<file path="config.mk">
export PLATFORM = sky130hd
export DESIGN_NAME = tt_um_hoene_manchester_encoder_flat
export DESIGN_NICKNAME = d
export VERILOG_FILES = /design/src/rtl/tt_um_hoene_manchester_pkg.sv /design/src/rtl/tt_um_hoene_manchester_if.sv /design/src/rtl/tt_um_hoene_halfbit_timer.sv /design/src/rtl/tt_um_hoene_manchester_encoder.sv /design/src/flat_wrapper.sv
export SDC_FILE = /design/constraint.sdc
export NUM_CORES = 1
export LEC_CHECK = 0
export CORE_MARGIN = 3
export CORE_UTILIZATION = 56
export CTS_BUF_LIST = sky130_fd_sc_hd__clkbuf_16
export CTS_CLUSTER_SIZE = 16
export DETAILED_ROUTE_END_ITERATION = 6
export HOLD_SLACK_MARGIN = 0.06
export PLACE_DENSITY = 0.79
export REMOVE_ABC_BUFFERS = 1
export SLEW_MARGIN = 5
export SYNTH_ARGS = -nofsm -noshare
export SYNTH_HDL_FRONTEND = slang
export SYNTH_SLANG_ARGS = --single-unit
</file>
<file path="constraint.sdc">
create_clock -name clk -period 2.9 [get_ports clk]
set_clock_uncertainty 0.1 [all_clocks]
set_input_delay 0.58 -clock clk [delete_from_list [all_inputs] [get_ports clk]]
set_output_delay 0.58 -clock clk [all_outputs]
set_load 0.03 [all_outputs]
</file>
<file path="src/rtl/tt_um_hoene_manchester_pkg.sv">
// Shared definitions for the Manchester link: frame states, idle line level,
// and the coding rule. The decoder side imports this package too.
package tt_um_hoene_manchester_pkg;

  typedef enum logic [1:0] {
    IDLE     = 2'd0,
    PREAMBLE = 2'd1,
    DATA     = 2'd2,
    GAP      = 2'd3
  } state_t;

  localparam logic LINE_IDLE = 1'b0;

  // Line level for one half of a bit: '1' is low then high, '0' is high then low.
  function automatic logic half_level(input logic bit_val, input logic second_half);
    return bit_val ? second_half : ~second_half;
  endfunction

  function automatic int max3(input int a, input int b, input int c);
    int m;
    m = (a > b) ? a : b;
    return (m > c) ? m : c;
  endfunction

endpackage

</file>
<file path="src/rtl/tt_um_hoene_manchester_if.sv">
// Word handshake into the encoder.
// A transfer happens on a rising edge where in_valid && in_ready are both high.
// The source holds in_data/in_valid stable while in_ready is low; in_ready does
// not depend on in_valid.
interface tt_um_hoene_manchester_if #(
  parameter int DATA_WIDTH = 32
);
  logic [DATA_WIDTH-1:0] in_data;
  logic                  in_valid;
  logic                  in_ready;

  modport master (output in_data, output in_valid, input in_ready);
  modport slave  (input in_data, input in_valid, output in_ready);
endinterface

</file>
<file path="src/rtl/tt_um_hoene_halfbit_timer.sv">
// Half-bit timer: counts HALF_PERIOD cycles per half and tracks which half of
// the bit is on the line. Held at the start of a bit while restart is high.
module tt_um_hoene_halfbit_timer #(
  parameter int HALF_PERIOD = 8
) (
  input  logic clk,
  input  logic rst,
  input  logic restart,
  output logic half_tick,
  output logic second_half
);

  localparam int CW = (HALF_PERIOD > 1) ? $clog2(HALF_PERIOD) : 1;

  logic [CW-1:0] cnt;

  assign half_tick = (cnt == CW'(HALF_PERIOD - 1));

  // Count within a half, wrap at its last cycle and flip the half flag.
  always_ff @(posedge clk or posedge rst) begin
    if (rst) begin
      cnt         <= '0;
      second_half <= 1'b0;
    end else if (restart) begin
      cnt         <= '0;
      second_half <= 1'b0;
    end else if (half_tick) begin
      cnt         <= '0;
      second_half <= ~second_half;
    end else begin
      cnt <= cnt + CW'(1);
    end
  end

endmodule

</file>
<file path="src/rtl/tt_um_hoene_manchester_encoder.sv">
// Manchester transmitter: a one-word holding register feeds a frame FSM that
// sends preamble '1's, the payload MSB first, then a low gap.
module tt_um_hoene_manchester_encoder
  import tt_um_hoene_manchester_pkg::*;
#(
  parameter int DATA_WIDTH    = 32,
  parameter int HALF_PERIOD   = 8,
  parameter int PREAMBLE_BITS = 4,
  parameter int GAP_BITS      = 2
) (
  input  logic   clk,
  input  logic   rst,
  tt_um_hoene_manchester_if.slave bus,
  output logic   out,
  output logic   busy,
  output logic   frame_done,
  output state_t dbg_state
);

  localparam int BIT_MAX = max3(PREAMBLE_BITS, DATA_WIDTH, GAP_BITS);
  localparam int BCW     = $clog2(BIT_MAX + 1);

  state_t                state_q, state_d;
  logic [BCW-1:0]        bit_cnt_q, bit_cnt_d;
  logic [DATA_WIDTH-1:0] shifter_q, shifter_d;
  logic                  out_q, out_d;
  logic                  hold_valid;
  logic [DATA_WIDTH-1:0] hold_data;
  logic                  load;
  logic                  accept;
  logic                  half_tick, second_half, bit_end;

  assign bus.in_ready = ~hold_valid;
  assign accept       = bus.in_valid & ~hold_valid;
  assign bit_end      = half_tick & second_half;
  assign out          = out_q;
  assign busy         = (state_q != IDLE);
  assign dbg_state    = state_q;

  // Timer idles at the start of a bit until a frame begins; inside a frame it
  // free-runs, so bit and state boundaries fall on its wraps.
  tt_um_hoene_halfbit_timer #(.HALF_PERIOD(HALF_PERIOD)) u_timer (
    .clk         (clk),
    .rst         (rst),
    .restart     (state_q == IDLE),
    .half_tick   (half_tick),
    .second_half (second_half)
  );

  // One-entry holding register; refilled independently of the frame state.
  always_ff @(posedge clk or posedge rst) begin
    if (rst) begin
      hold_valid <= 1'b0;
      hold_data  <= '0;
    end else if (accept) begin
      hold_valid <= 1'b1;
      hold_data  <= bus.in_data;
    end else if (load) begin
      hold_valid <= 1'b0;
    end
  end

  // Frame state, bit counter, payload shifter and registered line level.
  always_ff @(posedge clk or posedge rst) begin
    if (rst) begin
      state_q   <= IDLE;
      bit_cnt_q <= '0;
      shifter_q <= '0;
      out_q     <= LINE_IDLE;
    end else begin
      state_q   <= state_d;
      bit_cnt_q <= bit_cnt_d;
      shifter_q <= shifter_d;
      out_q     <= out_d;
    end
  end

  // Next state and next line level; bit_cnt holds the bits left after the current one.
  always_comb begin
    state_d    = state_q;
    bit_cnt_d  = bit_cnt_q;
    shifter_d  = shifter_q;
    out_d      = out_q;
    load       = 1'b0;
    frame_done = 1'b0;
    case (state_q)
      IDLE: begin
        out_d = LINE_IDLE;
        load  = hold_valid;
      end
      PREAMBLE: begin
        if (half_tick && !second_half) begin
          out_d = half_level(1'b1, 1'b1);
        end else if (bit_end) begin
          if (bit_cnt_q == '0) begin
            state_d   = DATA;
            bit_cnt_d = BCW'(DATA_WIDTH - 1);
            out_d     = half_level(shifter_q[DATA_WIDTH-1], 1'b0);
          end else begin
            bit_cnt_d = bit_cnt_q - BCW'(1);
            out_d     = half_level(1'b1, 1'b0);
          end
        end
      end
      DATA: begin
        if (half_tick && !second_half) begin
          out_d = half_level(shifter_q[DATA_WIDTH-1], 1'b1);
        end else if (bit_end) begin
          if (bit_cnt_q == '0) begin
            state_d   = GAP;
            bit_cnt_d = BCW'(GAP_BITS - 1);
            out_d     = LINE_IDLE;
          end else begin
            shifter_d = shifter_q << 1;
            bit_cnt_d = bit_cnt_q - BCW'(1);
            out_d     = half_level(shifter_q[DATA_WIDTH-2], 1'b0);
          end
        end
      end
      GAP: begin
        out_d = LINE_IDLE;
        if (bit_end) begin
          if (bit_cnt_q == '0) begin
            frame_done = 1'b1;
            if (hold_valid) load = 1'b1;
            else            state_d = IDLE;
          end else begin
            bit_cnt_d = bit_cnt_q - BCW'(1);
          end
        end
      end
      default: state_d = IDLE;
    endcase
    // Frame start overrides: the first preamble half goes out on the same edge.
    if (load) begin
      state_d   = PREAMBLE;
      bit_cnt_d = BCW'(PREAMBLE_BITS - 1);
      shifter_d = hold_data;
      out_d     = half_level(1'b1, 1'b0);
    end
  end

endmodule

</file>
<file path="src/flat_wrapper.sv">
// flat-port wrapper written by rule: the top's interface ports become plain ports
module tt_um_hoene_manchester_encoder_flat import tt_um_hoene_manchester_pkg::*;
#(
  parameter int DATA_WIDTH    = 32,
  parameter int HALF_PERIOD   = 8,
  parameter int PREAMBLE_BITS = 4,
  parameter int GAP_BITS      = 2
)
  (clk, rst, out, busy, frame_done, dbg_state, bus_in_data, bus_in_valid, bus_in_ready);
  tt_um_hoene_manchester_if #(.DATA_WIDTH(DATA_WIDTH)) bus_i ();
  input  logic clk;
  input  logic rst;
  output logic out;
  output logic busy;
  output logic frame_done;
  output state_t dbg_state;
  input wire logic [$bits(bus_i.in_data)-1:0] bus_in_data;
  input wire logic [$bits(bus_i.in_valid)-1:0] bus_in_valid;
  output wire logic [$bits(bus_i.in_ready)-1:0] bus_in_ready;
  assign bus_i.in_data = bus_in_data;
  assign bus_i.in_valid = bus_in_valid;
  assign bus_in_ready = bus_i.in_ready;
  tt_um_hoene_manchester_encoder #(.DATA_WIDTH(DATA_WIDTH), .HALF_PERIOD(HALF_PERIOD), .PREAMBLE_BITS(PREAMBLE_BITS), .GAP_BITS(GAP_BITS)) u_core (.clk(clk), .rst(rst), .bus(bus_i), .out(out), .busy(busy), .frame_done(frame_done), .dbg_state(dbg_state));
endmodule
</file>
==> summary.txt, run 1 <==
Synth
  • Largest area contributor in the netlist: dfrtp_1
  • Synth warn: 0
  • Sequential cell area fraction in the yosys report: 0.519
  • Synth area leaders: dfrtp_1, mux2_2, mux2i_1
  • Synth top area share: 0.519
  • Compound-gate portion of the synthesized area: 0.0948
  • EDFF count, synth: 0
  • Post-synthesis instance area: about 3800 um2
  • Post-synth top cells: dfrtp_1, mux2_2, nor3_1
  • Post-Synthesis Cells: about 320
  • Synth Area in XOR/XNOR: 0.00233
  • Flops & latches, synth: between 70 and 80
  • Top_reg_cell synth: dfrtp_1
  • Synth cell types: between 40 and 50
  • Largest family of logic cells by synthesized area: multiplexers
  • Share of synthesized registers carrying an async set or reset: 1.00
  • Adder-cell share of the synthesized area: 0.0333
  • Simple-Gate Fraction of Synth Area: 0.0931
  • Syn Area/Cell: 11.9 um2
  • Post-synthesis mux area share: 0.216
  • Most common cell in the netlist: dfrtp_1

Die
  • Core area: roughly 6400 um2
  • Die W: between 80 and 90 um
  • Row Count: 29
  • Die area: between 7000 and 8000 um2
  • Ports: 41
  • Die height: between 80 and 90 um
  • Initial core utilization: 0.586

Global route
  • Vias in the first global route: about 2,600
  • Total GRT Usage: 0.214
  • Largest net degree at the start of global routing: 41
  • GRT overflow: 0
  • First-pass GRT wire length: ~13 mm
  • Initial antenna violation count: 0

Setup path
  • Crit. End Element: output pin
  • Crit path launch type: flop
  • WS Path Type: reg -> out
  • Crit path buf inv count: 1
  • WP data required: 2.22 ns
  • Worst path slowest cell: clkdlybuf4s50_1
  • Critical-path cell list: ha_1, ha_2, nand3_1, nor2_1, clkdlybuf4s50_1
  • CP peak stage delay: about 0.67 ns
  • Worst Path Arrival: just over 2 ns
  • CP top delay family: buffers and inverters
  • Critical Path Fanout Max: 11

STA
  • Final setup TNS: 0 ns
  • # setup viols final: 0
  • Max_slew headroom: 0.597
  • Fin crit share: 0.935
  • RSZ-0062 raised after global routing: false
  • Worst slew pin tran: ~0.60 ns
  • Minimum clock period: between 2 and 3 ns
  • Fmax: about 370 MHz
  • Slew Viols, Final: 0
  • Final Hold Viols: 0

Route
  • Drt first-iter violations: 148
  • Antenna viol nets, final: 0
  • Final WL: 7.48 mm
  • First drt pass iteration count: 4
  • WL/cell: about 17 um
  • DRC viols: 0
  • Vias: about 2,700
  • Drt via density: about 6

Cells and area
  • Area grow syn2layout: 21.7%
  • Number of diodes: 0
  • Final non-filler cell total: 443
  • Register area: about 2000 um2
  • Area occupied by multi-input gates: 1670 um2
  • Ratio of cells with drive above 1 in the final layout: 0.238
  • Fin nets: 406
  • Final core area utilization: 0.713
  • Fill cells: about 450

Status
  • Outcome: complete, no violations

Worst hold path
  • Worst Hold Class: reg -> reg

CTS
  • CTS tree: yes
  • H-tree depth: 3
  • # clock sinks: slightly below 80
  • Worst-path clk slew: 0.06 ns
  • Buffer depth of the longest clock path: 2
  • Clk Latency, worst-skew pair: roughly 0.33 ns
  • Hold buffers post-CTS: 0
  • Root buffer cell: clkbuf_16
  • CTS buffer count: 9

Placed design
  • RD Place Congestion: around 0.87
  • PortBufs: 40
  • Placed cell count: approximately 430
  • DPL Wire Length: just over 5 mm

Power
  • Pwr dens: about 1100 nW/um2
  • Worst vdd ir: 0.000595 V
  • Total Power: between 0.005 and 0.006 W
  • Pleak: around 1.9 nW

Job
  • Max cap viols: 0
## cells by family after synthesis
family / after synthesis
adder cells (fa/ha/maj): 10
multiplexers: 75
AO/OA/AOI/OAI: 55
flip-flops: 78
AND/OR/NAND/NOR: 65
buffers and inverters: 32
XOR/XNOR: 1
## area by class of cell
| class | count | share of cell area |
|---|---|---|
| clock buffers | 9 | 0.0492 |
| clock inverters | 7 | 0.0142 |
| inverters | 11 | 0.00902 |
| multi-input cells | 206 | 0.365 |
| flip-flops and latches | 78 | 0.426 |
| well taps | 77 | 0.0210 |
| repair buffers | 55 | 0.115 |
## per-layer routing
layer	vias up	track usage	share of wire
li1	1240	-	-
met1	1346	0.273	0.45
met2	59	0.363	0.50
met3	7	0.0461	0.037
met4	0	0.0711	0.013
met5	-	0	0
## per-stage QoR
step / worst slack [ns] / instance area, um2 / hold slack [ns]
2_1_floorplan: -0.729 / 3640 / 0.308
3_3_place_gp: 0.481 / 4280 / 0.316
3_5_place_dp: 0.464 / 4280 / 0.328
4_1_cts: 0.0941 / 4570 / 0.346
5_1_grt: 0.0740 / 4580 / 0.361
6_report: 0.189 / 4580 / 0.348
## layout by cell type (no fill, tap or decap), types with 2 or more instances in the layout
cell type	Yosys	final
nor3_1	30	30
clkinv_2	0	3
nor2b_1	6	5
dfrtp_1	78	78
clkdlybuf4s50_1	0	40
a21oi_1	26	26
clkbuf_16	0	9
o2bb2ai_1	4	4
nand2_1	4	4
mux2i_1	27	27
a32o_1	3	3
a22oi_1	2	2
buf_4	2	14
a31oi_1	3	3
nand3_1	5	5
nor2_1	8	8
or3_1	2	2
mux2_2	48	48
and2_1	2	2
nand2b_1	2	2
inv_1	11	10
o21ai_0	5	5
ha_1	10	9
## flip-flops by register name, indices dropped and copies added, names as in the netlist
name and flops:
u_core.bit_cnt_q 6, u_core.hold_data 32, u_core.out 1, u_core.u_timer.second_half 1
u_core.u_timer.cnt 3, u_core.dbg_state 2, u_core.hold_valid 1, u_core.shifter_q 32
## worst reg2reg max path: cells and delay by family, from the launching register on
| family | cells | cell delay, ns |
|---|---|---|
| adder cells (fa/ha/maj) | 1 | 0.38 |
| multiplexers | 2 | 0.66 |
| AND/OR/NAND/NOR | 1 | 0.20 |
| buffers and inverters | 1 | 0.13 |
| flip-flops | 1 | 0.44 |
| AO/OA/AOI/OAI | 1 | 0.45 |
## what timing repair did
action,in CTS,in global routing
setup endpoints to repair,0,1
hold endpoints to repair,0,0
buffers inserted,0,0
resized for setup,0,1
## worst paths after layout
check | to | slack (ns) | from | cells after the start
max | frame_done | 0.19 | u_core.u_timer.cnt[0]$_DFF_PP0_ | 5
max reg2reg | u_core.shifter_q[22]$_DFFE_PP0P_ | 0.45 | u_core.dbg_state[0]$_DFFE_PP0P_ | 6
min reg2reg | u_core.u_timer.cnt[0]$_DFF_PP0_ | 0.35 | u_core.u_timer.cnt[0]$_DFF_PP0_ | 1
max in group asynchronous | u_core.hold_data[21]$_DFFE_PP0P_ | 1.57 | rst | 3
min in group asynchronous | u_core.dbg_state[1]$_DFFE_PP0P_ | 0.38 | rst | 2
min | u_core.u_timer.cnt[0]$_DFF_PP0_ | 0.35 | u_core.u_timer.cnt[0]$_DFF_PP0_ | 1
## report_power, final
part | switching [W] | total [W] | internal (W)
sequential | 0.000355 | 0.00200 | 0.00164
clock | 0.000428 | 0.00109 | 0.000660
combinational | 0.00113 | 0.00215 | 0.00102
total | 0.00192 | 0.00524 | 0.00332
Note: power is estimated with default switching activity, not from simulation.
==> run 2, diff against run 1 <==
--- a/config.mk
+++ b/config.mk
@@ -5,13 +5,13 @@
 export SDC_FILE = /design/constraint.sdc
 export NUM_CORES = 1
 export LEC_CHECK = 0
-export CORE_MARGIN = 3
-export CORE_UTILIZATION = 56
+export CORE_MARGIN = 10
+export CORE_UTILIZATION = 51
 export CTS_BUF_LIST = sky130_fd_sc_hd__clkbuf_16
 export CTS_CLUSTER_SIZE = 16
 export DETAILED_ROUTE_END_ITERATION = 6
 export HOLD_SLACK_MARGIN = 0.06
-export PLACE_DENSITY = 0.79
+export PLACE_DENSITY = 0.76
 export REMOVE_ABC_BUFFERS = 1
 export SLEW_MARGIN = 5
 export SYNTH_ARGS = -nofsm -noshare
==> constraint.sdc (replaced) <==
create_clock -name clk -period 2.2 [get_ports clk]
set_clock_uncertainty 0.1 [all_clocks]
set_input_delay 0.44 -clock clk [delete_from_list [all_inputs] [get_ports clk]]
set_output_delay 0.44 -clock clk [all_outputs]
set_load 0.03 [all_outputs]
==> run 2 against run 1 <==
Against the previous run: sequential share of layout area fell by 2.3 points; die area increased by 45%; core utilization is 4.2 points lower; final cell count rose by 9.3%; via count rose by 1.8%; worst hold slack got worse by 0.049 ns; critical path depth stayed put; non-clock buffer count up 19; sequential power grew 30%; register-to-register slack worse by 0.34 ns; critical path type unchanged; largest cell class unchanged; highest routed layer unchanged.
==> summary.txt, run 2 (synthesis gave the netlist of run 1 again) <==
Status
  • Outcome: complete, no violations

Cells and area
  • Final non-filler cell total: 484 (+9.3%)
  • Area occupied by multi-input gates: 1690 um2 (+1.2%)
  • Top Registers: u_core.hold_data (32), u_core.shifter_q (32), u_core.bit_cnt_q (6)
  • Commonest non-fill, non-tap cell in the layout: dfrtp_1
  • Most frequent cells in the layout: dfrtp_1, mux2_2, clkdlybuf4s50_1
  • Fin nets: 425 (+4.7%)
  • Ratio of cells with drive above 1 in the final layout: 0.291 (+0.0532)
  • Area grow syn2layout: 28.7%
  • Fill cells: 553 (+23%)
  • Register area: 1950 um2 (about the same)
  • Number of diodes: 0 (unchanged)
  • Final core area utilization: 0.671 (-0.0416)

Die
  • Die height: 106 um (+20%)
  • Die area: 11,200 um2 (+45%)
  • Ports: 41 (unchanged)
  • Die W: 106 um (+20%)
  • Core area: 7210 um2 (+12%)
  • Row Count: 31 (+6.9%)
  • Initial core utilization: 0.521 (-0.0643)

Setup path
  • Critical Path Fanout Max: 5 (-6)
  • Crit. End Element: output pin
  • CP peak stage delay: 0.40 ns (-0.27 ns)
  • Worst R2R Start: u_core.dbg_state[0]$_DFFE_PP0P_
  • Worst path slowest cell: dfrtp_1
  • Critical-path cell list: nor4_4, buf_4, nand2_1, nor2_1, buf_4
  • Worst Path Arrival: 1.57 ns (-0.46 ns)
  • WP data required: 1.66 ns (-0.56 ns)
  • Most frequent CP cell: buf_4
  • Internal reg-to-reg setup slack: 0.11 ns (-0.34 ns)
  • Reg2Reg Depth: 7 (+1)
  • Crit path launch type: flop
  • WS Path Type: reg -> out
  • Crit Reg-Reg Endpoint: u_core.shifter_q[18]$_DFFE_PP0P_

STA
  • Final Hold Viols: 0 (unchanged)
  • Slew Viols, Final: 0 (unchanged)
  • Minimum clock period: ~2.1 ns
  • # setup viols final: 0 (unchanged)
  • Fin crit share: 0.957
  • Fmax: about 470 MHz
  • RSZ-0062 raised after global routing: false
  • Worst slew pin tran: 0.393 ns (-0.212 ns)
  • Max_slew headroom: 0.735 (+0.139)

Power
  • Worst vdd ir: 0.000936 V (+57%)
  • Pwr dens: 1530 nW/um2 (+34%)
  • Pleak: 1.99 nW (+6.4%)

Worst hold path
  • Worst Hold Class: in -> async

CTS
  • CTS buffer count: 9 (unchanged)
  • Root buffer cell: clkbuf_16
  • Worst-path clk slew: 0.06 ns (about the same)
  • Buffer depth of the longest clock path: 2 (unchanged)
  • H-tree depth: 3 (unchanged)
  • # clock sinks: 78 (unchanged)
  • Clk Latency, worst-skew pair: 0.33 ns (about the same)
  • CTS tree: yes
  • Hold buffers post-CTS: 0 (unchanged)

Global route
  • Vias in the first global route: 2,926 (+13%)
  • First-pass GRT wire length: 14.0 mm (+12%)
  • Met3 Track Usage GR: 0.0335 (-0.0126)
  • Largest net degree at the start of global routing: 44 (+7.3%)
  • Total GRT Usage: 0.151 (-0.0628)
  • GR Layer Usage met2: 0.248 (-0.115)
  • Grt met1 use: 0.189 (-0.0849)
  • Initial antenna violation count: 0 (unchanged)
  • GRT overflow: 0 (unchanged)
  • GRT busiest layer: met2

Job
  • Max cap viols: 0 (unchanged)

Placed design
  • PortBufs: 40 (unchanged)
  • Placed cell count: 461 (+8.0%)
  • DPL Wire Length: 5.42 mm (+7.2%)
  • RD Place Congestion: 0.881 (+0.74%)

Route
  • Vias: 2,700 (+1.8%)
  • DRC viols: 0 (unchanged)
  • Antenna viol nets, final: 0 (unchanged)
  • Final WL: 7.90 mm (+5.7%)
  • WL/cell: 16.3 um (-3.3%)
  • Drt via density: 5.58 (-6.8%)
  • First drt pass iteration count: 4 (unchanged)
  • Drt first-iter violations: 87 (-41%)
[run 2: changes by cell type in the layout (fill, tap and decap cells not counted), sizes merged]
| cell | before | now |
|---|---|---|
| clkdlybuf4s50 | 40 | 38 |
| bufinv | 1 | 2 |
| buf | 15 | 35 |
| inv | 11 | 12 |
| dlygate4sd2 | 0 | 1 |
| clkinv | 5 | 2 |
| clkinvlp | 1 | 2 |
[run 2: final cells by class]
cell class,instances,area share
multi-input combinational,206,0.349
clock inverter,7,0.0199
tap,99,0.0256
inverter,11,0.00853
timing repair buffer,74,0.147
clock buffer,9,0.0465
sequential,78,0.403
[run 2: timing repair]
action / 4_1_cts / 5_1_grt
endpoints found under the setup margin: 17 / 12
pin swaps: 1 / 3
gates resized for setup: 2 / 8
setup buffers: 6 / 1
[run 2: worst max path at each step]
stage / start / endpoint / slack [ns]
floorplan: u_core.u_timer.cnt[0]$_DFF_PP0_ / u_core.shifter_q[0]$_DFFE_PP0P_ / -1.43
global placement: u_core.dbg_state[1]$_DFFE_PP0P_ / u_core.shifter_q[24]$_DFFE_PP0P_ / 0.03
detailed placement: u_core.u_timer.cnt[0]$_DFF_PP0_ / u_core.shifter_q[27]$_DFFE_PP0P_ / -0.03
CTS: u_core.u_timer.cnt[0]$_DFF_PP0_ / u_core.shifter_q[18]$_DFFE_PP0P_ / 0.02
global route: u_core.bit_cnt_q[2]$_DFFE_PP0P_ / frame_done / 0.003
finish: u_core.bit_cnt_q[2]$_DFFE_PP0P_ / frame_done / 0.09
[run 2: worst max-delay path, delay by kind of cell (launching register included)]
| kind | cells | cell delay [ns] |
|---|---|---|
| buf+inv | 2 | 0.36 |
| flops | 1 | 0.40 |
| simple gates | 3 | 0.48 |
[run 2: where the power goes]
part	leakage (nW)	internal [W]	switching [W]
Clock	0.150	0.000995	0.000586
Combinational	0.927	0.00159	0.00162
Sequential	0.914	0.00217	0.000440
Total	1.99	0.00475	0.00265
[run 2: per-stage QoR]
stage | setup TNS [ns] | hold slack, ns | worst slack (ns) | total power [W] | cell area (um2)
finish | 0 | 0.299 | 0.0938 | 0.00740 | 4840
floorplan | -84.11 | 0.308 | -1.43 | 0.00454 | 3640
global placement | 0 | 0.318 | 0.0333 | 0.00559 | 4440
global route | 0 | 0.326 | 0.00300 | 0.00795 | 4840
CTS | 0 | 0.301 | 0.0184 | 0.00738 | 4800
detailed placement | -0.168 | 0.330 | -0.0328 | 0.00572 | 4440
[run 2: metal layers]
layer | wire length, um | up-vias
li1 | - | 1282
met1 | 3560 | 1346
met2 | 3900 | 57
met3 | 290 | 15
met4 | 153 | 0
met5 | 0 | -
==> run 3, diff against run 2 <==
--- a/config.mk
+++ b/config.mk
@@ -13,6 +13,7 @@
 export HOLD_SLACK_MARGIN = 0.06
 export PLACE_DENSITY = 0.76
 export REMOVE_ABC_BUFFERS = 1
+export SETUP_SLACK_MARGIN = 0.15
 export SLEW_MARGIN = 5
 export SYNTH_ARGS = -nofsm -noshare
 export SYNTH_HDL_FRONTEND = slang
==> run 3 against run 2 <==
Against the previous run: setup slack gained 0.0047 ns; highest routed layer unchanged; final cell count grew 1.9%; via count grew 2.3%; critical path depth grew 2; count of clock-buffer cells in the layout is the same.
==> summary.txt, run 3 (synthesis gave the netlist of run 1 again) <==
Route
  • Antenna viol nets, final: 0 (unchanged)
  • Final WL: 8.39 mm (+6.1%)
  • Drt first-iter violations: 117 (+34%)
  • First drt pass iteration count: 4 (unchanged)
  • DRC viols: 0 (unchanged)
  • Vias: 2,762 (+2.3%)
  • Drt via density: 5.60 (+0.43%)
  • WL/cell: 17.0 um (+4.2%)

Setup path
  • Worst path slowest cell: dfrtp_1
  • Internal reg-to-reg setup slack: 0.1 ns (about the same)
  • Worst R2R Start: u_core.u_timer.cnt[0]$_DFF_PP0_
  • WS Path Type: reg -> reg
  • Crit Reg-Reg Endpoint: u_core.shifter_q[18]$_DFFE_PP0P_
  • Crit path buf inv count: 1 (-1)
  • WP data required: 2.31 ns (+0.65 ns)
  • Crit path launch type: flop
  • Critical-path cell list: ha_1, ha_2, and2_1, a41oi_2, or2_4, buf_12, mux2_2
  • Critical Path Fanout Max: 12 (+7)
  • Crit. End Element: flop
  • Reg2Reg Depth: 7 (unchanged)
  • Worst Path Arrival: 2.21 ns (+0.64 ns)
  • CP top delay family: flip-flops
  • CP peak stage delay: 0.40 ns (about the same)

Power
  • Pwr dens: 1540 nW/um2 (+0.75%)
  • Pleak: 2.08 nW (+4.7%)
  • Worst vdd ir: 0.000855 V (-8.7%)
  • Total Power: 0.00774 W (+4.6%)

CTS
  • CTS tree: yes
  • # clock sinks: 78 (unchanged)
  • Buffer depth of the longest clock path: 2 (unchanged)
  • H-tree depth: 3 (unchanged)
  • Hold buffers post-CTS: 0 (unchanged)
  • Clk Latency, worst-skew pair: 0.33 ns (about the same)
  • Worst-path clk slew: 0.06 ns (about the same)
  • Root buffer cell: clkbuf_16
  • CTS buffer count: 9 (unchanged)

Global route
  • Initial antenna violation count: 0 (unchanged)
  • Vias in the first global route: 2,945 (+0.65%)
  • Largest net degree at the start of global routing: 44 (unchanged)
  • Total GRT Usage: 0.151 (+0.000255)
  • GRT overflow: 0 (unchanged)
  • First-pass GRT wire length: 14.0 mm (+0.20%)

STA
  • Fmax: 476 MHz (+0.22%)
  • Max_slew headroom: 0.702 (-0.0339)
  • Minimum clock period: 2.10 ns (-0.00471 ns)
  • Slew Viols, Final: 0 (unchanged)
  • Worst slew pin tran: 0.443 ns (+0.0504 ns)
  • Fin crit share: 0.955 (-0.00214)
  • Final Hold Viols: 0 (unchanged)
  • # setup viols final: 0 (unchanged)
  • RSZ-0062 raised after global routing: true

Worst hold path
  • Worst Hold Class: in -> async

Die
  • Ports: 41 (unchanged)
  • Die area: 11,200 um2 (unchanged)
  • Die height: 106 um (unchanged)
  • Row Count: 31 (unchanged)
  • Core area: 7210 um2 (unchanged)
  • Die W: 106 um (unchanged)
  • Initial core utilization: 0.521 (unchanged)

Placed design
  • DPL Wire Length: 5.42 mm (unchanged)
  • Placed cell areas: 4440 um2 (unchanged)
  • PortBufs: 40 (unchanged)
  • RD Place Congestion: 0.881 (unchanged)

Cells and area
  • Area grow syn2layout: 33.7%
  • Fill cells: 527 (-4.7%)
  • Commonest non-fill, non-tap cell in the layout: dfrtp_1
  • Most frequent cells in the layout: dfrtp_1, mux2_2, clkdlybuf4s50_1
  • Design area: 5030 um2 (+3.9%)
  • Ratio of cells with drive above 1 in the final layout: 0.348 (+0.0568)
  • Number of diodes: 0 (unchanged)
  • Top Registers: u_core.hold_data (32), u_core.shifter_q (32), u_core.bit_cnt_q (6)
  • Fin nets: 434 (+2.1%)

Status
  • Outcome: complete, no violations

Job
  • Max cap viols: 0 (unchanged)
[run 3: cell types whose count changed in the layout (fill, tap and decap cells not counted), sizes merged]
cell / previous run / this run
clkbuf: 9 / 11
buf: 35 / 43
clkdlybuf4s50: 38 / 36
dlymetal6s2s: 0 / 1
[run 3: power breakdown]
group	switching (W)	internal [W]
registers	0.000476	0.00217
logic	0.00173	0.00178
clock network	0.000591	0.000995
total	0.00280	0.00494
[run 3: cell type report]
cell class / instances / area, um2 / area share
sequential: 78 / 1950 / 0.389
multi-input combinational: 206 / 1770 / 0.351
timing repair buffer: 83 / 820 / 0.163
clock buffer: 9 / 225 / 0.0448
tap: 99 / 124 / 0.0246
clock inverter: 7 / 96.3 / 0.0192
inverter: 11 / 41.3 / 0.00821
[run 3: stage by stage]
step | cells | setup WS, ns | utilization | hold slack, ns | setup TNS (ns)
finish | 493 | 0.0985 | 0.697 | 0.299 | 0
CTS | 485 | 0.115 | 0.670 | 0.301 | 0
global placement | 461 | 0.0333 | 0.615 | 0.318 | 0
global route | 493 | -0.00841 | 0.697 | 0.324 | -0.00841
floorplan | 295 | -1.43 | - | 0.308 | -84.11
detailed placement | 461 | -0.0328 | 0.615 | 0.330 | -0.168
[run 3: worst max path at each step]
stage / startpoint / endpoint / slack, ns / cells after the start
after CTS: u_core.bit_cnt_q[2]$_DFFE_PP0P_ / frame_done / 0.12 / 5
after global placement: u_core.dbg_state[1]$_DFFE_PP0P_ / u_core.shifter_q[24]$_DFFE_PP0P_ / 0.03 / 5
final: u_core.u_timer.cnt[0]$_DFF_PP0_ / u_core.shifter_q[18]$_DFFE_PP0P_ / 0.1 / 7
after floorplan: u_core.u_timer.cnt[0]$_DFF_PP0_ / u_core.shifter_q[0]$_DFFE_PP0P_ / -1.43 / 6
after detailed placement: u_core.u_timer.cnt[0]$_DFF_PP0_ / u_core.shifter_q[27]$_DFFE_PP0P_ / -0.03 / 6
after global routing: u_core.u_timer.cnt[0]$_DFF_PP0_ / u_core.out$_DFFE_PP0P_ / -0.008 / 7
[run 3: repair_timing]
| action | CTS | global route |
|---|---|---|
| resized for setup | 10 | 29 |
| buffers inserted | 8 | 7 |
| pin swaps | 4 | 6 |
| endpoints found under the setup margin | 33 | 31 |
| gates cloned | 0 | 1 |
[run 3: routing by layer]
layer	track usage	routed length [um]	up-vias
li1	-	-	1293
met4	0.0619	122	0
met2	0.250	4280	68
met1	0.187	3670	1389
met5	0	0	-
met3	0.0335	308	12
[run 3: worst reg2reg max path, delay by kind of cell (launching register included)]
kind / cells / cell delay (ns)
buf+inv: 1 / 0.14
flops: 1 / 0.40
compound gates: 1 / 0.23
mux: 1 / 0.34
simple gates: 2 / 0.38
fa+ha+maj: 2 / 0.39
==> patch 1 (flow settings as in run 3) <==
`HALF_PERIOD` is set to 8 in 3 places; all go to 4.
--- a/src/rtl/tt_um_hoene_halfbit_timer.sv
+++ b/src/rtl/tt_um_hoene_halfbit_timer.sv
@@ -3,3 +3,3 @@
 module tt_um_hoene_halfbit_timer #(
-  parameter int HALF_PERIOD = 8
+  parameter int HALF_PERIOD = 4
 ) (
--- a/src/rtl/tt_um_hoene_manchester_encoder.sv
+++ b/src/rtl/tt_um_hoene_manchester_encoder.sv
@@ -6,3 +6,3 @@
   parameter int DATA_WIDTH    = 32,
-  parameter int HALF_PERIOD   = 8,
+  parameter int HALF_PERIOD   = 4,
   parameter int PREAMBLE_BITS = 4,
--- a/src/flat_wrapper.sv
+++ b/src/flat_wrapper.sv
@@ -4,3 +4,3 @@
   parameter int DATA_WIDTH    = 32,
-  parameter int HALF_PERIOD   = 8,
+  parameter int HALF_PERIOD   = 4,
   parameter int PREAMBLE_BITS = 4,
Behaviour: not the same (Yosys sat finds a counterexample within 10 cycles, from zero or initial values and one cycle with rst high).
==> patch 1 against run 3 <==
Highest routed layer unchanged; critical path type unchanged; sequential share of layout area is 0.47 points lower; cell area stayed put; synthesized cell count shrank 1.3%; setup slack gained 0.071 ns; combinational power fell by 3%; sequential cell count is 1 lower; critical path depth rose by 2; core utilization fell by 0.37 points; wire length grew 3.6%; power up 0.48%; synthesized area is 1.3% higher.
==> patch 1: results (changes against run 3) <==
| Metric | Value |
|---|---|
| Max rail drop VDD | `0.8131 mV (-4.9%)` |
| First-pass GRT wire length | `14390 um (+2.4%)` |
| Sequential fraction of the synthesis area | `50.56% (-1.3 points)` |
| Top FF cell, synth | `dfrtp_1` |
| Slack of the worst reg-to-reg path | `0.17 ns (+0.07 ns)` |
| Largest net degree at the start of global routing | `78 (+77%)` |
| CTS Buf Count | `9 (unchanged)` |
| Clock Latency Late Sink | `0.33 ns (about the same)` |
| Arrival time at the worst endpoint | `2.15 ns (-0.06 ns)` |
| CTS root buf | `clkbuf_16` |
| Post-synth ARST share | `100.0% (unchanged)` |
| Clock network power share | `22.0% (+1.5 points)` |
| Slowest-stage cell, CP | `dfrtp_1` |
| Outcome | `complete, no violations` |
| Layout cells sized above 1 | `35.05% (+0.28 points)` |
| Cells after Synth | `312 (-1.3%)` |
| Longest Clk Path Bufs | `2 (unchanged)` |
| Vias | `2748 (-0.51%)` |
| First drt pass iteration count | `4 (unchanged)` |
| Top Family by Delay on Critical Path | `multiplexers` |
| Worst-path clk slew | `0.06 ns (about the same)` |
| Placed instance count | `452 (-2.0%)` |
| Placed cell areas | `4409 um2 (-0.62%)` |
| Gr usage total | `15.56% (+0.42 points)` |
| Internal Power | `4987 uW (+0.91%)` |
| NumNets Final | `427 (-1.6%)` |
| LEAKAGE | `0.002049 uW (-1.7%)` |
| GP Congestion | `0.9465 (+7.5%)` |
| Synth top area cells | `dfrtp_1 (51%), mux2_2 (12%), mux2i_1 (6.0%), a21oi_1 (3.5%), nor3_1 (3.4%)` |
| Biggest cell delay along the critical path | `0.37 ns (-0.03 ns)` |
| Pre-CTS WS | `0.01863 ns (+0.05142 ns)` |
| Dpl hpwl | `5338 um (-1.5%)` |
| Number of global-route vias before repair | `2980 (+1.2%)` |
| Initial antenna violation count | `0 (unchanged)` |
| Port Buf Inserts | `40 (unchanged)` |
| H-tree depth | `3 (unchanged)` |
| Top flop regs | `u_core.hold_data x32, u_core.shifter_q x32, u_core.bit_cnt_q x6` |
| Crit. End Element | `flip-flop` |
| Largest fanout on the critical path | `6 (-6)` |
| Reg2Reg Depth | `9 (+2)` |
| Fin Hold WS | `0.3994 ns (+0.1000 ns)` |
| Violation count after the first detailed-route iteration | `91 (-22%)` |
| Sw Share | `35.86% (-0.27 points)` |
| Final wirelength | `8686 um (+3.6%)` |
| RR Endpoint | `u_core.shifter_q[16]` |
| Commonest cells in the netlist | `dfrtp_1 (77), mux2_2 (41), a21oi_1 (27)` |
| Cell variety after synth | `55 (+28%)` |
| R2r startpoint | `u_core.bit_cnt_q[1]` |
| Seq pwr share | `33.9% (-0.3 points)` |
| Worst Max-Slew Pin Slew | `0.4035 ns (-0.03949 ns)` |
| Post-Layout Cell Count | `487 (-1.2%)` |
| Synth Warn # | `0 (unchanged)` |
patch 1: changes by cell type after synthesis, sizes merged, moves of 4 or more:
cell / delta
nand2: -4
o2bb2ai: -4
o21ai: +6
and3: +4
mux2i: -4
patch 1: repair_timing:
action / CTS / global route
cloned: 2 / 0
setup buffers: 12 / 6
resized for setup: 19 / 14
pin swaps: 2 / 3
setup endpoints to repair: 19 / 39
patch 1: worst max path at each step:
| stage | cells past startpoint | slack [ns] | start | to |
|---|---|---|---|---|
| 2_1_floorplan | 6 | -0.52 | u_core.dbg_state[0] | u_core.shifter_q[13] |
| 3_3_place_gp | 7 | 0.16 | u_core.dbg_state[0] | u_core.bit_cnt_q[3] |
| 3_5_place_dp | 7 | 0.02 | u_core.dbg_state[0] | u_core.bit_cnt_q[3] |
| 4_1_cts | 4 | 0.13 | u_core.dbg_state[1] | frame_done |
| 5_1_grt | 9 | 0.10 | u_core.bit_cnt_q[1] | u_core.shifter_q[30] |
| 6_report | 9 | 0.17 | u_core.bit_cnt_q[1] | u_core.shifter_q[16] |
patch 1: per-layer routing:
metal  vias to the layer above  GRT usage [%]  part of all wire, %
met3                         8          4.710                  5.5
met4                         0          4.255                 0.75
li1                       1286              -                    -
met1                      1364          18.16                   43
met5                         -              0                    0
met2                        90          27.08                   51
patch 1: kinds of logic after synthesis:
group           Yosys count  share of synthesized area [%]
fa+ha+maj                 9                          2.955
mux                      71                          20.81
flops                    77                          50.56
simple gates             63                          9.751
xor+xnor                  1                         0.2299
buf+inv                  27                          3.939
compound gates           64                          11.75
patch 1: cell type report:
type / count / area, um2
inverters: 9 / 33.78
clock inverters: 7 / 120.1
multi-input cells: 208 / 1826
well taps: 99 / 123.9
fillers: 514 / 2226
clock buffers: 9 / 225.2
flip-flops and latches: 77 / 1931
repair buffers: 78 / 768.2
==> patch 2 (config.mk and constraints of run 3) <==
Made on the original files. `shifter_q` no longer has a reset.
--- a/src/rtl/tt_um_hoene_manchester_encoder.sv
+++ b/src/rtl/tt_um_hoene_manchester_encoder.sv
@@ -67,3 +67,2 @@
       bit_cnt_q <= '0;
-      shifter_q <= '0;
       out_q     <= LINE_IDLE;
@@ -72,5 +71,8 @@
       bit_cnt_q <= bit_cnt_d;
-      shifter_q <= shifter_d;
       out_q     <= out_d;
     end
+  end
+
+  always_ff @(posedge clk) begin
+    shifter_q <= shifter_d;
   end
Behaviour: no difference found for any inputs over 10 cycles, from zero or initial values and one cycle with rst high; that may be too few to reach the edited logic, so the function may still have changed.
==> patch 2 against run 3 <==
Largest power group unchanged; setup slack worse by 0.33 ns; synthesized area is 4.2% lower; the flow now finishes with violations (negative setup slack); maximum frequency decreased by 14%; wire length increased by 12%; power increased by 5.4%; sequential cell count unchanged; cell area is 5.6% higher; global-route usage fell by 0.42 points; non-clock buffer count is 19 higher; highest routed layer unchanged; count of clock-buffer cells in the layout stayed put; critical endpoint is now u_core.shifter_q[7].
==> patch 2: results (changes against run 3) <==
| Metric | Value |
|---|---|
| Outcome | `finished with violations` |
| Failing checks | `negative setup slack` |
| Gr usage total | `14.72% (-0.42 points)` |
| Worst-path clk slew | `0.06 ns (about the same)` |
| Layout cells sized above 1 | `51.97% (+17 points)` |
| GP Congestion | `0.9016 (+2.4%)` |
| Max rail drop VDD | `0.8617 mV (+0.78%)` |
| Sequential share of cell area | `39.79% (+0.92 points)` |
| Post-synth ARST share | `58.97% (-41 points)` |
| First drt pass iteration count | `4 (unchanged)` |
| Critical Path Source | `u_core.dbg_state[0]` |
| CTS sink cnt | `78 (unchanged)` |
| Synth top area cells | `dfrtp_1 (32%), edfxtp_1 (27%), mux2_2 (16%), mux2_4 (4.2%), ha_1 (3.5%)` |
| Largest fanout on the critical path | `6 (-6)` |
| # diodes | `0 (unchanged)` |
| Commonest cells in the netlist | `mux2_2 (51), dfrtp_1 (46), edfxtp_1 (32)` |
| Post-route setup slack | `-0.2304 ns (-0.3289 ns)` |
| Sequential fraction of the synthesis area | `58.61% (+6.7 points)` |
| Non-clock buffer share of cell area | `20.06% (+3.8 points)` |
| Largest net degree at the start of global routing | `28 (-36%)` |
| Setup violators final | `70 (+70)` |
| Final wirelength | `9363 um (+12%)` |
| RR Endpoint | `u_core.shifter_q[7]` |
| NumNets Final | `396 (-8.8%)` |
| Pre-CTS WS | `-0.2312 ns (-0.1984 ns)` |
| CTS Buf Count | `9 (unchanged)` |
| Violation count after the first detailed-route iteration | `118 (+0.85%)` |
| Fraction of area in multi-input gates | `31.61% (-3.5 points)` |
| FILL cells | `384 (-27%)` |
| Arrival time at the worst endpoint | `2.38 ns (+0.17 ns)` |
| Worst hold path class | `in -> async` |
| Top Family by Delay on Critical Path | `simple AND/OR/NAND/NOR gates` |
| Top FF cell, synth | `dfrtp_1` |
| Crit path to | `u_core.shifter_q[7]` |
| Dpl hpwl | `4871 um (-10%)` |
| Post-synth EDFFs | `32 (+32)` |
| Vias per inst | `5.593 (-0.17%)` |
| Cell variety after synth | `45 (+4.7%)` |
| Slowest-stage cell, CP | `or4_4` |
| LEAKAGE | `0.002224 uW (+6.7%)` |
| H-tree depth | `3 (unchanged)` |
| Reg2Reg Depth | `8 (+1)` |
| Multi-In Gates | `149 (-28%)` |
| Layout clock area frac | `5.493% (-0.90 points)` |
| Biggest cell delay along the critical path | `0.58 ns (+0.18 ns)` |
| Number of global-route vias before repair | `2462 (-16%)` |
| First-pass GRT wire length | `12840 um (-8.6%)` |
| Slew margin rel. | `70.79% (+0.64 points)` |
| Top flop regs | `u_core.hold_data x32, u_core.shifter_q x32, u_core.bit_cnt_q x6` |
| Non-clock buffers | `102 (+23%)` |
| Final Util | `77.69% (+8.0 points)` |
==> patch 2: cell count changes after synthesis, moves of 3 or more <==
cell,change
mux2i_1,-26
buf_2,-6
clkbuf_1,-4
mux2_1,+3
nor3_1,-24
o2bb2ai_1,-4
nand3_1,+4
dfrtp_1,-32
mux2_2,+3
mux2_4,+10
edfxtp_1,+32
a32o_1,-3
a31oi_1,-3
a21oi_1,-19
==> patch 2: repair_timing <==
action	4_1_cts	5_1_grt
gates cloned	2	3
setup endpoints to repair	72	75
pin swaps	7	20
gates resized for setup	41	48
setup buffers	4	22
==> patch 2: kinds of logic (layout without fill, tap and decap cells) <==
logic type      Yosys count  after routing  synth area share [%]
xor+xnor                  1              1                0.2431
compound gates           28             28                 5.451
mux                      65             65                 21.32
simple gates             45             45                 7.188
flops                    78             78                 58.61
fa+ha+maj                10             10                 3.472
buf+inv                  22            129                 3.715
==> patch 2: metal layers <==
layer | vias up | wire length, um | global-route usage (%) | share of wire [%]
met4 | 0 | 410 | 6.660 | 4.4
met1 | 1281 | 3732 | 17.70 | 40
met5 | - | 0 | 0 | 0
met2 | 88 | 4786 | 23.83 | 51
li1 | 1124 | - | - | -
met3 | 35 | 434 | 4.275 | 4.6
==> patch 2: per-stage QoR <==
stage	total power, uW	setup TNS (ns)	area [um2]	hold slack, ns	std cells
2_1_floorplan	4256	-62.95	3511	0.3085	238
3_5_place_dp	5285	-9.932	4344	0.3256	405
4_1_cts	7236	-9.893	4856	0.3357	427
3_3_place_gp	5181	-6.324	4344	0.3233	405
6_report	8157	-12.20	5308	0.3406	452
5_1_grt	8568	-15.35	5308	0.3735	452
==> patch 2: where the power goes <==
part,switching [uW],internal (uW)
combinational,1730,2310
sequential,365,2300
clock,585,870
